`src/rtl/encoder_pkg.sv`:
```
// encoder_pkg: shared FSM state type and default sizes for request_encoder.
package encoder_pkg;
   typedef enum logic {IDLE, EMIT} state_t;
   localparam int NUM_LINES_DEF = 4;
   localparam int ADDR_W_DEF    = 2;
endpackage

```
`src/rtl/request_encoder_if.sv`:
```
// request_encoder_if: input-vector and output-address handshakes of request_encoder.
// Signals: in_valid/in_ready/lines (vector in), out_valid/out_ready/address/out_last (beats out),
// err (zero-vector pulse, present only when ENCODER_ERR_EN is defined).
// master = producer/consumer side, slave = request_encoder.
interface request_encoder_if #(
   parameter int NUM_LINES = encoder_pkg::NUM_LINES_DEF,
   parameter int ADDR_W    = encoder_pkg::ADDR_W_DEF
);
   logic                 in_valid;
   logic                 in_ready;
   logic [NUM_LINES-1:0] lines;
   logic                 out_valid;
   logic                 out_ready;
   logic [ADDR_W-1:0]    address;
   logic                 out_last;
`ifdef ENCODER_ERR_EN
   logic                 err;
   modport master (output in_valid, lines, out_ready, input in_ready, out_valid, address, out_last, err);
   modport slave  (input in_valid, lines, out_ready, output in_ready, out_valid, address, out_last, err);
`else
   modport master (output in_valid, lines, out_ready, input in_ready, out_valid, address, out_last);
   modport slave  (input in_valid, lines, out_ready, output in_ready, out_valid, address, out_last);
`endif
endinterface

```
`src/rtl/priority_index.sv`:
```
// priority_index: combinational lowest-set-bit encoder.
// Ports: pending (in), index of lowest set bit, is_last (exactly one bit set), rest (pending minus that bit).
module priority_index #(
   parameter int NUM_LINES = 4,
   parameter int ADDR_W    = 2
) (
   input  logic [NUM_LINES-1:0] pending,
   output logic [ADDR_W-1:0]    index,
   output logic                 is_last,
   output logic [NUM_LINES-1:0] rest
);
   always_comb begin
      index = '0;
      for (int i = NUM_LINES - 1; i >= 0; i--)
         if (pending[i]) index = ADDR_W'(i);
   end
   // x & (x-1) clears the lowest set bit
   assign rest    = pending & (pending - NUM_LINES'(1));
   assign is_last = |pending && rest == '0;
endmodule

```
`src/rtl/request_encoder.sv`:
```
// request_encoder: accepts a request-line vector and emits one address beat per set bit, lowest first.
// Ports: clk, reset_n (async active-low), bus (request_encoder_if.slave).
// Optional macro ENCODER_ERR_EN adds the err pulse for rejected all-zero vectors.
module request_encoder
   import encoder_pkg::*;
#(
   parameter int NUM_LINES = NUM_LINES_DEF,
   parameter int ADDR_W    = ADDR_W_DEF
) (
   input logic              clk,
   input logic              reset_n,
   request_encoder_if.slave bus
);
   if (NUM_LINES < 2 || NUM_LINES > 16 || ADDR_W != $clog2(NUM_LINES)) begin : g_bad_cfg
      $error("request_encoder: NUM_LINES must be 2..16 and ADDR_W must equal clog2(NUM_LINES)");
   end
   state_t               state, state_d;
   logic [NUM_LINES-1:0] pending, pending_d, rest;
   logic [ADDR_W-1:0]    index;
   logic                 is_last, ready_en, take;
   priority_index #(.NUM_LINES(NUM_LINES), .ADDR_W(ADDR_W)) u_pri (
      .pending(pending),
      .index(index),
      .is_last(is_last),
      .rest(rest)
   );
   always_ff @(posedge clk or negedge reset_n)
      if (!reset_n) begin
         state    <= IDLE;
         pending  <= '0;
         ready_en <= 1'b0;
      end else begin
         state    <= state_d;
         pending  <= pending_d;
         ready_en <= 1'b1;
      end
   assign take = bus.in_valid && bus.in_ready;
   always_comb begin
      state_d   = state;
      pending_d = pending;
      if (state == IDLE) begin
         if (take && |bus.lines) begin
            pending_d = bus.lines;
            state_d   = EMIT;
         end
      end else if (bus.out_ready) begin
         pending_d = rest;
         state_d   = is_last ? IDLE : EMIT;
      end
   end
   // ready_en keeps in_ready low until the first clock edge after reset release
   assign bus.in_ready  = ready_en && state == IDLE;
   assign bus.out_valid = state == EMIT;
   assign bus.address   = state == EMIT ? index : '0;
   assign bus.out_last  = state == EMIT && is_last;
`ifdef ENCODER_ERR_EN
   always_ff @(posedge clk or negedge reset_n)
      if (!reset_n) bus.err <= 1'b0;
      else bus.err <= take && bus.lines == '0;
`endif
endmodule

```
`src/flat_wrapper.sv`:
```
// flat-port wrapper written by rule: the top's interface ports become plain ports
module request_encoder_flat import encoder_pkg::*;
#(
   parameter int NUM_LINES = NUM_LINES_DEF,
   parameter int ADDR_W    = ADDR_W_DEF
)
  (clk, reset_n, bus_in_valid, bus_lines, bus_out_ready, bus_in_ready, bus_out_valid, bus_address, bus_out_last);
  request_encoder_if #(.NUM_LINES(NUM_LINES), .ADDR_W(ADDR_W)) bus_i ();
  input logic clk;
  input logic reset_n;
  input wire logic [$bits(bus_i.in_valid)-1:0] bus_in_valid;
  input wire logic [$bits(bus_i.lines)-1:0] bus_lines;
  input wire logic [$bits(bus_i.out_ready)-1:0] bus_out_ready;
  output wire logic [$bits(bus_i.in_ready)-1:0] bus_in_ready;
  output wire logic [$bits(bus_i.out_valid)-1:0] bus_out_valid;
  output wire logic [$bits(bus_i.address)-1:0] bus_address;
  output wire logic [$bits(bus_i.out_last)-1:0] bus_out_last;
  assign bus_i.in_valid = bus_in_valid;
  assign bus_i.lines = bus_lines;
  assign bus_i.out_ready = bus_out_ready;
  assign bus_in_ready = bus_i.in_ready;
  assign bus_out_valid = bus_i.out_valid;
  assign bus_address = bus_i.address;
  assign bus_out_last = bus_i.out_last;
  request_encoder #(.NUM_LINES(NUM_LINES), .ADDR_W(ADDR_W)) u_core (.clk(clk), .reset_n(reset_n), .bus(bus_i));
endmodule
```
`config.mk`:
```
export PLATFORM = sky130hd
export DESIGN_NAME = request_encoder_flat
export DESIGN_NICKNAME = d
export VERILOG_FILES = /design/src/rtl/encoder_pkg.sv /design/src/rtl/request_encoder_if.sv /design/src/rtl/priority_index.sv /design/src/rtl/request_encoder.sv /design/src/flat_wrapper.sv
export SDC_FILE = /design/constraint.sdc
export NUM_CORES = 1
export LEC_CHECK = 0
export ABC_AREA = 1
export CAP_MARGIN = 20
export CORE_AREA = 2 2 39 41
export DETAILED_ROUTE_END_ITERATION = 6
export DIE_AREA = 0 0 41 43
export HOLD_SLACK_MARGIN = 0.02
export PLACE_DENSITY = 0.7
export SKIP_CTS_REPAIR_TIMING = 1
export SLEW_MARGIN = 10
export SYNTH_ARGS = -nofsm -noshare
export SYNTH_HDL_FRONTEND = slang
export SYNTH_HIERARCHICAL = 1
export SYNTH_SLANG_ARGS = --single-unit
```
`constraint.sdc`:
```
create_clock -name clk -period 1.7 [get_ports clk]
set_input_delay 0.51 -clock clk [delete_from_list [all_inputs] [get_ports clk]]
set_output_delay 0.51 -clock clk [all_outputs]
set_load 0.02 [all_outputs]
```
==> flow_summary.json <==
{
  "io_buffers": 12,
  "seqCellArea_sq_um": 151.4,
  "power.total_mw": 1.079,
  "finalCritPeriodShare": 1.120,
  "drive_gt1_frac": 0.2581,
  "hpwl_um": 813.8,
  "hold_viol": 0,
  "h-tree-depth": 1,
  "max_clock_freq_ghz": 0.5251,
  "clk_pin_slew_ps": 40,
  "fp.dieH_um": 43,
  "synth.avg_cell_area_sq_um": 6.359,
  "viasPerCell": 4.257,
  "cts_num_sinks": 6,
  "rsz0062_at_grt": "yes",
  "fin_skew_ps": 4.867,
  "critPathMaxFanout": 4,
  "drc": 0,
  "grt_start_max_net_pins": 12,
  "setup_viol": 3,
  "syn_inst": 73,
  "syn_nets": 81,
  "fin_crit_ps": 1904,
  "r2r_slack_ps": 520,
  "start_util": 0.3354,
  "synth_seq_area_share": 0.3235,
  "grt_usage": 0.1462,
  "synth_cell_type_count": 14,
  "dr.pass1.iters": 4,
  "critPathCaptureType": "output port",
  "cp.required_ps": 1190,
  "grt_pass1_vias": 453,
  "die_w_um": 41,
  "clk_latency_ps": 240,
  "nets": 103,
  "final_cell_area_sq_um": 660.6,
  "crit_type": "reg -> out",
  "ant_nets": 0,
  "cts_tree": "built",
  "leakagePower_nw": 0.4126,
  "vias": 464,
  "cts_buffers": 3,
  "post-place-ws_ps": -399.6,
  "routed_wl_um": 957,
  "status": "finished, violations left",
  "fin_cells": 109,
  "critPathArrivalTime_ps": 1390,
  "io_pins": 13,
  "power_density_mw_per_mm2": 1633,
  "antenna_found_initial": 0,
  "syn_to_final_growth_pct": 42.32,
  "ir_worst_vdd_mv": 0.7951,
  "hold_class": "in -> async",
  "synth.ff_latch_count": 6,
  "yosys_warnings": 6,
  "placedCellCount": 106,
  "grt_pass1_wl_um": 1725,
  "coreArea_sq_mm": 0.001384,
  "diodes": 0,
  "fillers": 144,
  "fp-row-count": 14,
  "grt-ovfl-total": 0,
  "max-cap-violations": 0,
  "ctsRootBufferMaster": "clkbuf_4",
  "placed_area_sq_um": 638.1,
  "gp_congestion": 0.7648,
  "synth_area_sq_um": 464.2,
  "worst_slack_ps": -204.3,
  "slew_viol_final": 0,
  "violations": "setup timing",
  "cp-start-kind": "register",
  "utilization": 0.4774,
  "setup_tns_ps": -290.0,
  "wl_per_cell_um": 8.780,
  "holdWs_ps": 507.3,
  "clock_path_buffers": 2,
  "multiInputGateArea_sq_um": 249.0,
  "drtIter0Drc": 3,
  "dieArea_sq_mm": 0.001763
}
## logic make-up (layout without fill, tap and decap cells)
group,count (synthesis),in the layout,synth area share
DFF,6,6,0.3234
other,2,2,0.01618
buffers and inverters,13,33,0.1456
AOI/OAI and AO/OA,1,1,0.01077
and+or+nand+nor,51,51,0.5041
## metal layers
metal  up-vias  GRT usage  share of wire
met4         0    0.08000         0.0063
li1        249          -              -
met5         -          0              0
met2         3     0.2219           0.51
met1       210     0.1833           0.46
met3         2    0.03141          0.019
## flip-flops by register name, summed over array words and instances, names as in the netlist
name / flops
u_core/ready_en: 1
u_core/bus.out_valid: 1
u_core/pending: 4
## cell usage in the layout (no fill, tap or decap)
cell type        synthesis  layout
nand2_1                 33      32
inv_1                   10       9
clkdlybuf4s50_1          0       7
nor2_1                   7       7
buf_4                    1       7
dfrtp_1                  6       5
nand3_1                  4       4
clkbuf_4                 0       3
nand2_4                  3       3
clkbuf_2                 0       2
dlymetal6s2s_1           0       2
nand2_2                  1       2
conb_1                   2       2
nor2_2                   2       2
buf_6                    1       1
inv_8                    1       1
nor2_4                   1       1
dfrtp_2                  0       1
inv_2                    0       1
a21oi_1                  1       1
## worst max-delay path, stage by stage (launching register included)
cell and delay [ps]:
dfrtp_1 410, nor2_2 170, nand2_1 70, nand2_1 70
nand2_1 50, nor2_1 110, nand2_1 70, inv_1 60
clkbuf_2 160
## power by group
group | internal, mW | total (mW) | leakage [nW] | switching [mW]
sequential | 0.200 | 0.297 | 0.0734 | 0.0967
clock | 0.0794 | 0.124 | 0.0138 | 0.0448
combinational | 0.304 | 0.657 | 0.325 | 0.353
total | 0.584 | 1.08 | 0.413 | 0.495
## cell usage after synthesis, drive strengths merged
| library cell | count | share of area |
|---|---|---|
| inv | 11 | 0.11 |
| conb | 2 | 0.016 |
| dfrtp | 6 | 0.32 |
| a21oi | 1 | 0.011 |
| buf | 2 | 0.040 |
| nand3 | 4 | 0.043 |
| nand2 | 37 | 0.35 |
| nor2 | 10 | 0.11 |
## cell type report
type | count | area share
clock buffers | 3 | 0.03409
inverters | 11 | 0.07386
multi-input cells | 54 | 0.3769
flip-flops and latches | 6 | 0.2292
well taps | 16 | 0.03030
repair buffers | 19 | 0.2557
## path summary, 6_finish.rpt
kind | start | endpoint | cells past startpoint
max in group asynchronous | reset_n | u_core/bus.out_valid | 1
worst min register to register | u_core/pending[3] | u_core/pending[3] | 2
worst max-delay path | u_core/pending[0] | bus_out_last | 8
worst min-delay path | reset_n | u_core/pending[0] | 1
min in group clk | u_core/pending[3] | u_core/pending[3] | 2
worst max register to register | u_core/pending[0] | u_core/bus.out_valid | 8
(Power assumes the default switching activity.)
